--- config.mk ---
export PLATFORM = sky130hd
export DESIGN_NAME = systolic_feeder
export DESIGN_NICKNAME = d
export VERILOG_FILES = /design/src/rtl/systolic_pkg.sv /design/src/rtl/skew_delay.sv /design/src/rtl/systolic_feeder.sv
export SDC_FILE = /design/constraint.sdc
export NUM_CORES = 1
export LEC_CHECK = 0
export CAP_MARGIN = 20
export CORE_ASPECT_RATIO = 0.75
export CORE_MARGIN = 8
export CORE_UTILIZATION = 40
export CTS_CLUSTER_DIAMETER = 120
export CTS_CLUSTER_SIZE = 24
export DETAILED_ROUTE_END_ITERATION = 16
export PLACE_DENSITY = 0.75
export SYNTH_ARGS = -nofsm -noshare
export SYNTH_HDL_FRONTEND = slang
export SYNTH_HIERARCHICAL = 1
export SYNTH_SLANG_ARGS = --single-unit
--- constraint.sdc ---
create_clock -name clk -period 4 [get_ports clk]
set_input_delay 1 -clock clk [delete_from_list [all_inputs] [get_ports clk]]
set_output_delay 1 -clock clk [all_outputs]
set_load 0.01 [all_outputs]
--- src/rtl/systolic_pkg.sv ---
// Shared types and constants for the 2x2 systolic array feeder.
package systolic_pkg;

  typedef enum logic [2:0] {
    IDLE,
    LOAD0,
    LOAD1,
    STREAM,
    DRAIN
  } state_t;

  localparam int unsigned DRAIN_CYCLES = 4;
  localparam int unsigned SKEW         = 1;
  localparam int unsigned COL1_LAT     = 3;
  localparam int unsigned COL2_LAT     = 4;
  localparam int unsigned DRAIN_CNT_W  = $clog2(DRAIN_CYCLES);

  // Field positions inside w_data / act_data, in units of DATA_WIDTH.
  localparam int unsigned W00_FIELD = 0;
  localparam int unsigned W01_FIELD = 1;
  localparam int unsigned W10_FIELD = 2;
  localparam int unsigned W11_FIELD = 3;
  localparam int unsigned X0_FIELD  = 0;
  localparam int unsigned X1_FIELD  = 1;

endpackage

--- src/rtl/skew_delay.sv ---
// Data+valid delay line; a bubble (vin=0) travels as zero data.
module skew_delay #(
  parameter int unsigned WIDTH = 16,
  parameter int unsigned DEPTH = 1
) (
  input  logic             clk,
  input  logic             rst_n,
  input  logic [WIDTH-1:0] din,
  input  logic             vin,
  output logic [WIDTH-1:0] dout,
  output logic             vout
);

  logic [DEPTH-1:0][WIDTH-1:0] data_q;
  logic [DEPTH-1:0]            valid_q;

  // Shift data and valid one stage per clock.
  always_ff @(posedge clk or negedge rst_n) begin
    if (!rst_n) begin
      data_q  <= '0;
      valid_q <= '0;
    end else begin
      data_q[0]  <= vin ? din : '0;
      valid_q[0] <= vin;
      for (int unsigned i = 1; i < DEPTH; i++) begin
        data_q[i]  <= data_q[i-1];
        valid_q[i] <= valid_q[i-1];
      end
    end
  end

  assign dout = data_q[DEPTH-1];
  assign vout = valid_q[DEPTH-1];

endmodule

--- src/rtl/systolic_feeder.sv ---
// Weight load + skewed activation feed for the 2x2 weight-stationary array.
module systolic_feeder
  import systolic_pkg::*;
#(
  parameter int unsigned DATA_WIDTH = 16
) (
  input  logic                    clk,
  input  logic                    reset,
  input  logic [4*DATA_WIDTH-1:0] w_data,
  input  logic                    w_valid,
  output logic                    w_ready,
  input  logic [2*DATA_WIDTH-1:0] act_data,
  input  logic                    act_valid,
  input  logic                    act_last,
  output logic                    act_ready,
  output logic [DATA_WIDTH-1:0]   top_1,
  output logic [DATA_WIDTH-1:0]   top_2,
  output logic [DATA_WIDTH-1:0]   left_1,
  output logic [DATA_WIDTH-1:0]   left_2,
  output logic                    WE_1,
  output logic                    WE_2,
  output logic                    WE_3,
  output logic                    WE_4,
  output logic                    mux_1,
  output logic                    mux_2,
  output logic                    mux_3,
  output logic                    mux_4,
  output logic                    col1_valid,
  output logic                    col2_valid,
  output logic                    busy,
  output logic                    done
);

  localparam int unsigned DW = DATA_WIDTH;

  state_t                 state;
  logic [DRAIN_CNT_W-1:0] drain_cnt;
  logic [DW-1:0]          w00_q, w01_q;
  logic                   we_q, mux_q;

  logic [DW-1:0] w00_in, w01_in, w10_in, w11_in, x0_in, x1_in;
  logic          w_hs, act_hs;
  logic          col1_last;
  logic          unused_row2_v, unused_col2_last;

  assign w00_in = w_data[W00_FIELD*DW +: DW];
  assign w01_in = w_data[W01_FIELD*DW +: DW];
  assign w10_in = w_data[W10_FIELD*DW +: DW];
  assign w11_in = w_data[W11_FIELD*DW +: DW];
  assign x0_in  = act_data[X0_FIELD*DW +: DW];
  assign x1_in  = act_data[X1_FIELD*DW +: DW];

  // w_ready/act_ready are only ever high in IDLE/STREAM, so these are state-qualified.
  assign w_hs   = w_valid && w_ready;
  assign act_hs = act_valid && act_ready;

  assign {WE_1, WE_2, WE_3, WE_4}     = {4{we_q}};
  assign {mux_1, mux_2, mux_3, mux_4} = {4{mux_q}};

  // Control FSM; every output is set for the state being entered.
  always_ff @(posedge clk or negedge reset) begin
    if (!reset) begin
      state     <= IDLE;
      drain_cnt <= '0;
      w00_q     <= '0;
      w01_q     <= '0;
      top_1     <= '0;
      top_2     <= '0;
      left_1    <= '0;
      we_q      <= 1'b0;
      mux_q     <= 1'b0;
      w_ready   <= 1'b0;
      act_ready <= 1'b0;
      busy      <= 1'b0;
      done      <= 1'b0;
    end else begin
      done   <= 1'b0;
      left_1 <= act_hs ? x0_in : '0;
      unique case (state)
        IDLE: begin
          w_ready <= 1'b1;
          if (w_hs) begin
            // Row-2 weights go first: they must ripple through PE one/three.
            w00_q   <= w00_in;
            w01_q   <= w01_in;
            top_1   <= w10_in;
            top_2   <= w11_in;
            w_ready <= 1'b0;
            busy    <= 1'b1;
            state   <= LOAD0;
          end
        end
        LOAD0: begin
          top_1 <= w00_q;
          top_2 <= w01_q;
          we_q  <= 1'b1;
          state <= LOAD1;
        end
        LOAD1: begin
          top_1     <= '0;
          top_2     <= '0;
          we_q      <= 1'b0;
          mux_q     <= 1'b1;
          act_ready <= 1'b1;
          state     <= STREAM;
        end
        STREAM: begin
          if (act_hs && act_last) begin
            act_ready <= 1'b0;
            drain_cnt <= '0;
            state     <= DRAIN;
          end
        end
        DRAIN: begin
          if (drain_cnt == DRAIN_CNT_W'(DRAIN_CYCLES - 1)) begin
            mux_q   <= 1'b0;
            busy    <= 1'b0;
            done    <= 1'b1;
            w_ready <= 1'b1;
            state   <= IDLE;
          end else begin
            drain_cnt <= drain_cnt + 1'b1;
          end
        end
        default: state <= IDLE;
      endcase
    end
  end

  // Row 2 lags row 1 by SKEW cycles; the extra stage is the output register.
  skew_delay #(.WIDTH(DW), .DEPTH(SKEW + 1)) u_row2_skew (
    .clk   (clk),
    .rst_n (reset),
    .din   (x1_in),
    .vin   (act_hs),
    .dout  (left_2),
    .vout  (unused_row2_v)
  );

  // Column valids; the end-of-stream marker rides along with them.
  skew_delay #(.WIDTH(1), .DEPTH(COL1_LAT)) u_col1_pipe (
    .clk   (clk),
    .rst_n (reset),
    .din   (act_last),
    .vin   (act_hs),
    .dout  (col1_last),
    .vout  (col1_valid)
  );

  skew_delay #(.WIDTH(1), .DEPTH(COL2_LAT - COL1_LAT)) u_col2_pipe (
    .clk   (clk),
    .rst_n (reset),
    .din   (col1_last),
    .vin   (col1_valid),
    .dout  (unused_col2_last),
    .vout  (col2_valid)
  );

endmodule

# After elaboration in Yosys (flattened, before gate mapping)
# Cells that the tools add are included.
# word_totals
register_bits,127
elab_cells,70
# op_classes
n_addsub,1
n_eq_ne,9
mux,25
n_reduce_logical,18
# ops
cell,n
$pmux W16 S3,2
$mux W16,4
$pmux W3 S5,1
$pmux W1 S2,5
$reduce_and A2 Y1,5
$reduce_bool A2 Y1,5
$mux W3,3
$reduce_and A3 Y1,3
$ne A2 B2 Y1 const B,4
$mux W1,7
$eq A3 B2 Y1 const B,2
$mux W2,2
$pmux W2 S2,1
$eq A3 B1 Y1 const B,1
$eq A3 B3 Y1 const B,1
$logic_and A1 B1 Y1,3
$logic_not A3 Y1,1
$reduce_bool A3 Y1,1
$add A2 B1 Y2 const B,1
$eq A2 B2 Y1 const B,1

# Longest topological paths before layout
# depth
depth_word,4
depth_mapped,5

# By module
# The synthesis kept the hierarchy.
# modules_own_cells
module,instances,cells_per_inst,area_per_inst_um2
systolic_feeder,1,304,3834.9
skew_delay at u_row2_skew,1,67,1097.3
skew_delay at u_col1_pipe,1,7,156.4
skew_delay at u_col2_pipe,1,3,56.3

# Least setup slack after synthesis
# Ideal clock, no wire load.
# synth_timing
kind,input to register
start,input w_valid
end,register w00_q[0]
setup_ps,125
arrival_ps,2020
required_ps,3875
path_slack_ps,1855
stages,4
path_buffers,1
cell_sequence,nand2_1 > nor4_4 > buf_6 > mux2_2
# synth_between
elab_chain_len,2
# synth_lines
item,line,source
start: declaration,systolic_feeder.sv:10,"input logic w_valid,"
$logic_and A1 B1 Y1,systolic_feeder.sv:54,assign w_hs = w_valid && w_ready;
$reduce_and A2 Y1 (no source line),-,
end signal: assignment,systolic_feeder.sv:84,w00_q <= w00_in;
end: declaration,systolic_feeder.sv:38,"logic [DW-1:0] w00_q, w01_q;"
# No other way between the ends.
# A chain may end at the register's enable or synchronous reset.

# Final worst setup path
# layout_timing
start,register act_ready
end,output act_ready
# layout_rtl
item,line,source
start: declaration,systolic_feeder.sv:15,"output logic act_ready,"
start signal: assignment,systolic_feeder.sv:73,act_ready <= 1'b0;
start signal: assignment,systolic_feeder.sv:104,act_ready <= 1'b1;
start signal: assignment,systolic_feeder.sv:109,act_ready <= 1'b0;
# No word-level cell between the ends.

==> impl_metrics.csv <==
group,metric,value,unit
outcome,status,"finished, final reports clean",
critical_path,cpPeakStageDelay,640,ps
timing,finalCriticalPeriod,2681,ps
timing,finalCritPeriodShare,0.6702,
clock_tree,htree_levels,4,
critical_path,slowest_stage,"dfrtp_1",
critical_path,critical_path.top_delay_family,"flip-flops",
clock_tree,insertion_delay,400,ps
layout,multiInputGateArea,1481,um2
timing,rsz0062_at_grt,"false",
power,p_leak,3.232,nW
timing,tns,0,ps
power,vdd_ir_drop_max,380.8,uV
hold_path,hold_path.class,"register to register",
detailed_routing,ant_nets,0,
critical_path,cp_num_buf_inv,1,
timing,tightest_slew,1012,ps
critical_path,cp_cell_sequence,"clkdlybuf4s50_1",
clock_tree,cts_root_buffer,"clkbuf_16",
grt,grtUsageTotal,0.1578,
power,switchingPower,1.669,mW
detailed_routing,drcViolationCount,0,
timing,slew_viol_final,0,
floorplan,die_h,112.7,um
floorplan,start_util,0.4078,
critical_path,crit_arrival,1680,ps
logic_synthesis,syn_area,4982,um2
power,clkPwrFrac,0.312,
logic_synthesis,synth_warnings,6,
layout,final-seq-area,3178,um2
floorplan,core,12220,um2
floorplan,dieArea,16320,um2
placement,hpwl,8.899,mm
power,sw_frac_of_total,0.2879,
detailed_routing,dr_total_vias,3450,
logic_synthesis,syn_nets,475,
clock_tree,hold_buffers,0,
power,p_seq_frac,0.353,
critical_path,critical_path.endpoint_type,"output port",
clock_tree,post_cts_buffers,0,
detailed_routing,avgViaCountPerCell,4.859,
power,p_comb_frac,0.335,
clock_tree,cts_tree,"yes",
detailed_routing,wl_met3,1.018,mm
power,power.total,5.796,mW
detailed_routing,met1_length,5.407,mm
critical_path,worst-setup-path-type,"register to output port",
floorplan,ios,179,
timing,fin_hold_ws,343.6,ps
detailed_routing,wl_per_cell,17.55,um
timing,setup_viol,0,
grt,grt_pass1_wl,20.10,mm
layout,fillCellCount,944,
layout,area_delta_synth_final,49.32,%
grt,grt_pass1_vias,3795,
critical_path,cp_max_fo,20,
flow_run,max_cap_violations,0,
placement,port_buffers,178,
detailed_routing,drt_pass1_iterations,4,
floorplan,die_w,144.9,um
clock_tree,cts_buffer_depth,2,
power,powerDensity,779.1,nW/um2
grt,antenna_found_initial,0,
placement,globalplace.congestion,0.7156,
timing,finalHoldViolations,0,
clock_tree,cts_num_sinks,127,
detailed_routing,dr.max_layer_used,"met4",
grt,grt_overflow,0,
logic_synthesis,synth_area_per_cell,13.36,um2
critical_path,critical_path.startpoint_type,"register",
clock_tree,cts_resized,0,
timing,fin_skew,6.252,ps
detailed_routing,routed_wl,12.46,mm
timing,max_slew_margin,0.3254,
floorplan,rows,35,
power,internal_power,4.127,mW
layout,drive_gt1_frac,0.2169,
timing,fmax,373.0,MHz
detailed_routing,drtIter0Drc,153,
critical_path,worstPathRequired,3000,ps
detailed_routing,route.met2.wl,5.923,mm
clock_tree,cts_buffers,17,
clock_tree,clk_pin_slew,60,ps
layout,antenna_cells,0,
grt,grt_start_max_net_pins,65,
logic_synthesis,postSynthCellCount,373,
layout,final_net_count,633,
## sequential cells by signal (all words and copies together) (netlist names)
register,flops
u_row2_skew/data_q,16
drain_cnt,2
w01_q,16
u_row2_skew/dout,16
WE_1,1
mux_1,1
w00_q,16
u_col1_pipe/valid_q,3
done,1
w_ready,1
act_ready,1
top_2,16
top_1,16
left_1,16
state,3
u_col2_pipe/vout,1
busy,1
## power groups by stage
stage | Combinational, mW | Clock [mW] | Sequential [mW]
6_report | 1.94 | 1.81 | 2.05
3_3_place_gp | 1.89 | 0 | 2.04
5_1_grt | 2.12 | 1.90 | 2.11
4_1_cts | 1.95 | 1.84 | 2.05
3_5_place_dp | 1.95 | 0 | 2.06
2_1_floorplan | 1.17 | 0 | 2.04
## layout make-up
type                            count  share of cell area
Multi-Input combinational cell    196              0.1991
Timing Repair Buffer              186              0.2499
Inverter                            3            0.001514
Clock inverter                     13             0.03481
Clock buffer                       19             0.05954
Tap cell                          166             0.02792
Sequential cell                   127              0.4272
## metal layers
| layer | up-vias | GRT usage |
|---|---|---|
| met5 | - | 0 |
| met1 | 1706 | 0.1939 |
| met3 | 9 | 0.05980 |
| li1 | 1620 | - |
| met2 | 115 | 0.2540 |
| met4 | 0 | 0.04288 |
## stage by stage
step / setup WS [ps] / cell area [um2] / utilization / instances
after floorplan: 1855 / 4982 / - / 373
after global placement: 1275 / 6723 / 0.5502 / 677
after detailed placement: 1167 / 6723 / 0.5502 / 677
after CTS: 1301 / 7425 / 0.6077 / 709
after global routing: 1133 / 7440 / 0.6089 / 710
final: 1319 / 7440 / 0.6089 / 710
## worst paths after layout
check | from | to | slack, ps | depth (start not counted)
max reg2reg | state[1] | top_2[15] | 1340 | 4
min reg2reg | u_row2_skew/data_q[0] | u_row2_skew/dout[0] | 340 | 0
min | u_row2_skew/data_q[0] | u_row2_skew/dout[0] | 340 | 0
max | act_ready | act_ready | 1320 | 1
min in group asynchronous | reset | left_1[14] | 690 | 1
max in group asynchronous | reset | u_col1_pipe/valid_q[1] | 2500 | 2
## cells in the final DEF (no fill, tap or decap), types with 2 or more instances in the layout
cell             instances
and2_2                  12
clkbuf_16               17
clkinv_4                 2
nor3_1                   2
mux2_2                  30
o21ai_0                  3
and2_1                   5
dfrtp_1                127
a21oi_1                 34
inv_1                    3
nor2_1                  40
and3_1                  16
bufinv_16                7
nand2_1                  3
o221a_2                 31
buf_4                    7
clkinvlp_4               3
mux2_1                   2
clkdlybuf4s50_1        177
o21bai_1                 2
Power figures use the tool's default switching activity.
